<file path="src/rtl/noise_pkg.sv">
// noise_pkg: shared FSM states, default LFSR constants and the LFSR step function.
package noise_pkg;
  typedef enum logic [1:0] {IDLE = 2'd0, GEN = 2'd1, DONE = 2'd2} noise_state_t;
  localparam int DEF_LFSR_W = 3;
  localparam logic [DEF_LFSR_W-1:0] DEF_TAPS = 3'b110;
  localparam logic [DEF_LFSR_W-1:0] DEF_SEED = 3'b001;
  // Widths up to 32; callers truncate back to their own width.
  function automatic logic [31:0] lfsr_step(input logic [31:0] lfsr, input logic [31:0] taps);
    return {lfsr[30:0], ^(lfsr & taps)};
  endfunction
endpackage

</file>
<file path="src/rtl/noise_lfsr.sv">
// noise_lfsr: Fibonacci LFSR register with synchronous load, step enable and zero-seed substitution.
module noise_lfsr
  import noise_pkg::*;
#(
  parameter int W = DEF_LFSR_W,
  parameter logic [W-1:0] TAPS = DEF_TAPS,
  parameter logic [W-1:0] SEED = DEF_SEED
) (
  input  logic         clock,
  input  logic         reset_n,
  input  logic         load,
  input  logic [W-1:0] load_val,
  input  logic         step,
  output logic [W-1:0] state,
  output logic         zero_seed
);
  assign zero_seed = load && load_val == '0;
  always_ff @(posedge clock)
    if (!reset_n) state <= SEED;
    else if (load) state <= zero_seed ? SEED : load_val;
    else if (step) state <= W'(lfsr_step(32'(state), 32'(TAPS)));
endmodule

</file>
<file path="src/rtl/noise_word_arbiter.sv">
// noise_word_arbiter: round-robin sharing of one LFSR noise source, one OUT_W-bit word per grant.
// Optional NOISE_ARB_STATS_EN adds a 16-bit word_count output.
module noise_word_arbiter
  import noise_pkg::*;
#(
  parameter int LFSR_W = DEF_LFSR_W,
  parameter logic [LFSR_W-1:0] TAPS = DEF_TAPS,
  parameter logic [LFSR_W-1:0] SEED = DEF_SEED,
  parameter int NREQ = 2,
  parameter int OUT_W = 8
) (
  input  logic              clock,
  input  logic              reset_n,
  input  logic              seed_valid,
  input  logic [LFSR_W-1:0] seed,
  input  logic [NREQ-1:0]   req,
  output logic [NREQ-1:0]   grant,
  output logic [OUT_W-1:0]  data,
  output logic              data_valid,
  output logic              busy,
  output logic              lockup
`ifdef NOISE_ARB_STATS_EN
  , output logic [15:0]     word_count
`endif
);
  localparam int IW = NREQ > 1 ? $clog2(NREQ) : 1;
  localparam int CW = OUT_W > 1 ? $clog2(OUT_W) : 1;
  noise_state_t state;
  logic [IW-1:0] rr, winner, pick;
  logic [CW-1:0] cnt;
  logic [OUT_W-2:0] data_sr;
  logic [OUT_W-1:0] shifted;
  logic [LFSR_W-1:0] lfsr;
  logic zero_seed, last, lfsr_unused;
  assign last = cnt == CW'(OUT_W - 1);
  assign shifted = {data_sr, lfsr[LFSR_W-1]};
  assign lfsr_unused = ^lfsr[LFSR_W-2:0];
  noise_lfsr #(.W(LFSR_W), .TAPS(TAPS), .SEED(SEED)) u_lfsr (
    .clock(clock),
    .reset_n(reset_n),
    .load(state == IDLE && seed_valid),
    .load_val(seed),
    .step(state == GEN),
    .state(lfsr),
    .zero_seed(zero_seed)
  );
  // Descending scan so the lowest offset from rr wins.
  always_comb begin
    pick = rr;
    for (int i = NREQ - 1; i >= 0; i--)
      if (req[(int'(rr) + i) % NREQ]) pick = IW'((int'(rr) + i) % NREQ);
  end
  always_ff @(posedge clock)
    if (!reset_n) begin
      state <= IDLE;
      rr <= '0;
      winner <= '0;
      cnt <= '0;
      data_sr <= '0;
      data <= '0;
      grant <= '0;
      data_valid <= 1'b0;
      busy <= 1'b0;
      lockup <= 1'b0;
    end else begin
      if (zero_seed) lockup <= 1'b1;
      grant <= '0;
      data_valid <= 1'b0;
      case (state)
        IDLE:
          if (!seed_valid && |req) begin
            winner <= pick;
            cnt <= '0;
            busy <= 1'b1;
            state <= GEN;
          end
        GEN: begin
          data_sr <= shifted[OUT_W-2:0];
          cnt <= cnt + 1'b1;
          if (last) begin
            data <= shifted;
            data_valid <= 1'b1;
            grant <= NREQ'(1) << winner;
            state <= DONE;
          end
        end
        DONE: begin
          rr <= winner == IW'(NREQ - 1) ? '0 : winner + 1'b1;
          busy <= 1'b0;
          state <= IDLE;
        end
        default: state <= IDLE;
      endcase
    end
`ifdef NOISE_ARB_STATS_EN
  always_ff @(posedge clock)
    if (!reset_n) word_count <= '0;
    else if (data_valid) word_count <= word_count + 1'b1;
`endif
endmodule

</file>
<file path="config.mk">
export PLATFORM = sky130hd
export DESIGN_NAME = noise_word_arbiter
export DESIGN_NICKNAME = d
export VERILOG_FILES = /design/src/rtl/noise_pkg.sv /design/src/rtl/noise_lfsr.sv /design/src/rtl/noise_word_arbiter.sv
export SDC_FILE = /design/constraint.sdc
export NUM_CORES = 1
export LEC_CHECK = 0
export CELL_PAD_IN_SITES_DETAIL_PLACEMENT = 0
export CELL_PAD_IN_SITES_GLOBAL_PLACEMENT = 1
export CORE_MARGIN = 8
export CORE_UTILIZATION = 42
export CTS_CLUSTER_DIAMETER = 100
export DETAILED_ROUTE_END_ITERATION = 10
export GPL_TIMING_DRIVEN = 0
export PLACE_DENSITY = 0.81
export SLEW_MARGIN = 0
export SYNTH_ARGS = -nofsm -noshare
export SYNTH_HDL_FRONTEND = slang
export SYNTH_HIERARCHICAL = 1
export SYNTH_SLANG_ARGS = --single-unit
export TNS_END_PERCENT = 1
</file>
<file path="constraint.sdc">
create_clock -name clock -period 4.31 [get_ports clock]
set_input_delay 0.431 -clock clock [delete_from_list [all_inputs] [get_ports clock]]
set_output_delay 0.431 -clock clock [all_outputs]
set_load 0.02 [all_outputs]
</file>
==> flow_metrics.env <==
export IMPL_post_cts_buffers=0
export IMPL_clock_sinks=30
export IMPL_rr_startpoint="state[0]"
export IMPL_synth_area_top_cells="dfxtp_1 (47%), nand2_1 (7.7%), nand3_1 (6.7%), a21boi_1 (4.2%), and3b_1 (2.1%)"
export IMPL_cts_buffer_depth=2
export IMPL_cts_resized_gates=0
export IMPL_ys_seq_area_share_pct=47.48
export IMPL_first_pass_iters=4
export IMPL_cts_root_buf="clkbuf_4"
export IMPL_wl_met3_um=188
export IMPL_grt_pass1_wl_um=4312
export IMPL_worstSetupEndpointType="output pin"
export IMPL_setup_violations=0
export IMPL_fp_dieH_um=70.88
export IMPL_synthCells=133
export IMPL_syn_to_final_growth_pct=24.13
export IMPL_clock_latency_ps=330
export IMPL_cts_buffers=5
export IMPL_slew_headroom_pct=56.73
export IMPL_slowest_stage="clkdlybuf4s50_1"
export IMPL_hpwl_um=1805
export IMPL_num_rows=20
export IMPL_final_cell_mix="dfxtp_1 (30), nand2_1 (26), clkdlybuf4s50_1 (20)"
export IMPL_synthDistinctLibCells=37
export IMPL_crit_start="data[4]"
export IMPL_hold_path_class="register to register"
export IMPL_required_ps=3880
export IMPL_portBuffers=20
export IMPL_design_core_area_um2=2953
export IMPL_grt_pass1_vias=978
export IMPL_synth_seq_cells=30
export IMPL_cts_tree="yes"
export IMPL_cap_violations=0
export IMPL_final_common_cell="dfxtp_1"
export IMPL_drcViolationCount=0
export IMPL_period_needed_ps=1716
export IMPL_max_stage_delay_ps=610
export IMPL_crit_family="buffers and inverters"
export IMPL_crit_chain="clkdlybuf4s50_1"
export IMPL_clk_pin_slew_ps=100
export IMPL_detail_route_wl_per_cell_um=12.88
export IMPL_met2_length_um=1077
export IMPL_ios=21
export IMPL_gp_congestion=0.7503
export IMPL_n_fill_cell=280
export IMPL_worstPathBufferInverterCount=1
export IMPL_whs_endpoint="data[7]"
export IMPL_grt_max_degree=14
export IMPL_die_x_um=70.88
export IMPL_power_density_nw_per_um2=336.6
export IMPL_drtIter0Drc=88
export IMPL_antenna_found_initial=0
export IMPL_synth_top_cell_by_area="dfxtp_1"
export IMPL_skew_ps=8.183
export IMPL_grt_use_total_pct=10.84
export IMPL_layout_nets=170
export IMPL_fin_util_pct=53.18
export IMPL_min_delay_path_depth=2
export IMPL_maxSlewViolCount=0
export IMPL_ys_warn_count=6
export IMPL_status="finished, final reports clean"
export IMPL_synth_edf_count=0
export IMPL_drt_wl_total_um=2499
export IMPL_grt_setup_unrepaired="no"
export IMPL_tns_ps=0
export IMPL_reg2reg_to="lockup"
export IMPL_cp_data_arrival_time_ps=1280
export IMPL_vias_per_cell=5.186
export IMPL_diodes=0
export IMPL_fin_crit_sh_pct=39.81
export IMPL_synth_flop_cell="dfxtp_1"
export IMPL_vdd_drop_max_mv=0.1906
export IMPL_overflow=0
export IMPL_drive_gt1_share_pct=13.66
export IMPL_synth_nets=143
export IMPL_hold_viol_final=0
export IMPL_async_reset_ff_share_pct=0
export IMPL_top_layer="met4"
export IMPL_dieArea_um2=5024
export IMPL_synth_avg_cell_area_um2=9.511
export IMPL_synth_top_area_share_pct=47.48
export IMPL_r2r_cells=5
export IMPL_drt_met1_wl_um=1197
export IMPL_cts_htree_levels=2
export IMPL_initial_core_util_pct=42.84
export IMPL_r2r_slack_ps=2780
export IMPL_path_max_fanout=2
export IMPL_critPathKind="register to output pin"
export IMPL_final_antenna_net_count=0
export IMPL_num_vias=1006
export IMPL_mappedNetlistArea_um2=1265
export IMPL_leakage_nw=0.6490
export IMPL_min_from="data_sr[6]"
export IMPL_worstMarginPinSlew_ps=647.7
export IMPL_timing_fmax_mhz=582.8
export IMPL_cp_start_kind="register"
export IMPL_hold_buffers=0
[worst max-delay path by stage]
| stage | endpoint | slack (ps) | cells past startpoint |
|---|---|---|---|
| floorplan | u_lfsr/state[1] | 2940 | 6 |
| global placement | lockup | 2310 | 5 |
| detailed placement | lockup | 2270 | 5 |
| CTS | data[4] | 2560 | 1 |
| global route | lockup | 2530 | 5 |
| finish | data[4] | 2590 | 1 |
[per-stage QoR]
stage	setup WS, ps	cell area, µm²	hold WS [ps]	std cells	power (mW)
after detailed placement	2270	1506	441.2	186	0.3566
after global placement	2314	1506	437.5	186	0.3543
final	2594	1570	451.0	194	0.5286
after global routing	2527	1570	474.1	194	0.5533
after CTS	2564	1570	452.1	194	0.5345
after floorplan	2941	1265	433.6	133	0.3367
[synthesized netlist by cell type, drive strengths merged, types with 3 or more instances]
library cell   n
nand3         17
dfxtp         30
nand2         26
o21ai          4
nand3b         3
and2           3
nand2b         4
a21boi         9
and3b          3
buf            6
[cells by family (layout without fill, tap and decap cells)]
group,after synthesis,count (layout),share of synthesized area [%]
flops,30,30,47.48
mux,2,2,1.681
xor+xnor,1,1,0.6925
compound gates,25,25,15.92
fa+ha+maj,2,2,1.978
simple gates,64,64,26.41
buf+inv,9,37,5.836
[per-layer routing]
layer  vias to the layer above  GRT usage (%)
met3                         5          6.073
met4                         0          4.157
met1                       459          12.24
met5                         -              0
li1                        517              -
met2                        25          16.58
[final cells by class]
class / instances / area, µm² / share of cell area, %
Buffer: 8 / 62.56 / 3.984
Multi-Input combinational cell: 94 / 590.6 / 37.61
Sequential cell: 30 / 600.6 / 38.25
Clock inverter: 2 / 12.51 / 0.7968
Inverter: 1 / 11.26 / 0.7171
Tap cell: 33 / 41.29 / 2.629
Timing Repair Buffer: 20 / 200.2 / 12.75
Clock buffer: 6 / 51.30 / 3.267
[worst min-delay path: cells and delay by family, from the launching register on]
| kind | cells | cell delay [ps] |
|---|---|---|
| AND/OR/NAND/NOR | 2 | 110 |
| flip-flops | 1 | 320 |
[state kept, by name (all words and copies together) (netlist names)]
register,cells
grant,2
data,8
busy,1
u_lfsr/state,3
cnt,3
winner,1
lockup,1
state,2
rr,1
data_sr,7
data_valid,1
[where the power goes]
group / leakage (nW) / switching (mW) / total [mW] / internal (mW)
Clock: 0.0343 / 0.100 / 0.179 / 0.0783
Sequential: 0.243 / 0.00516 / 0.290 / 0.284
Combinational: 0.372 / 0.0314 / 0.0604 / 0.0290
(Power assumes the default switching activity.)
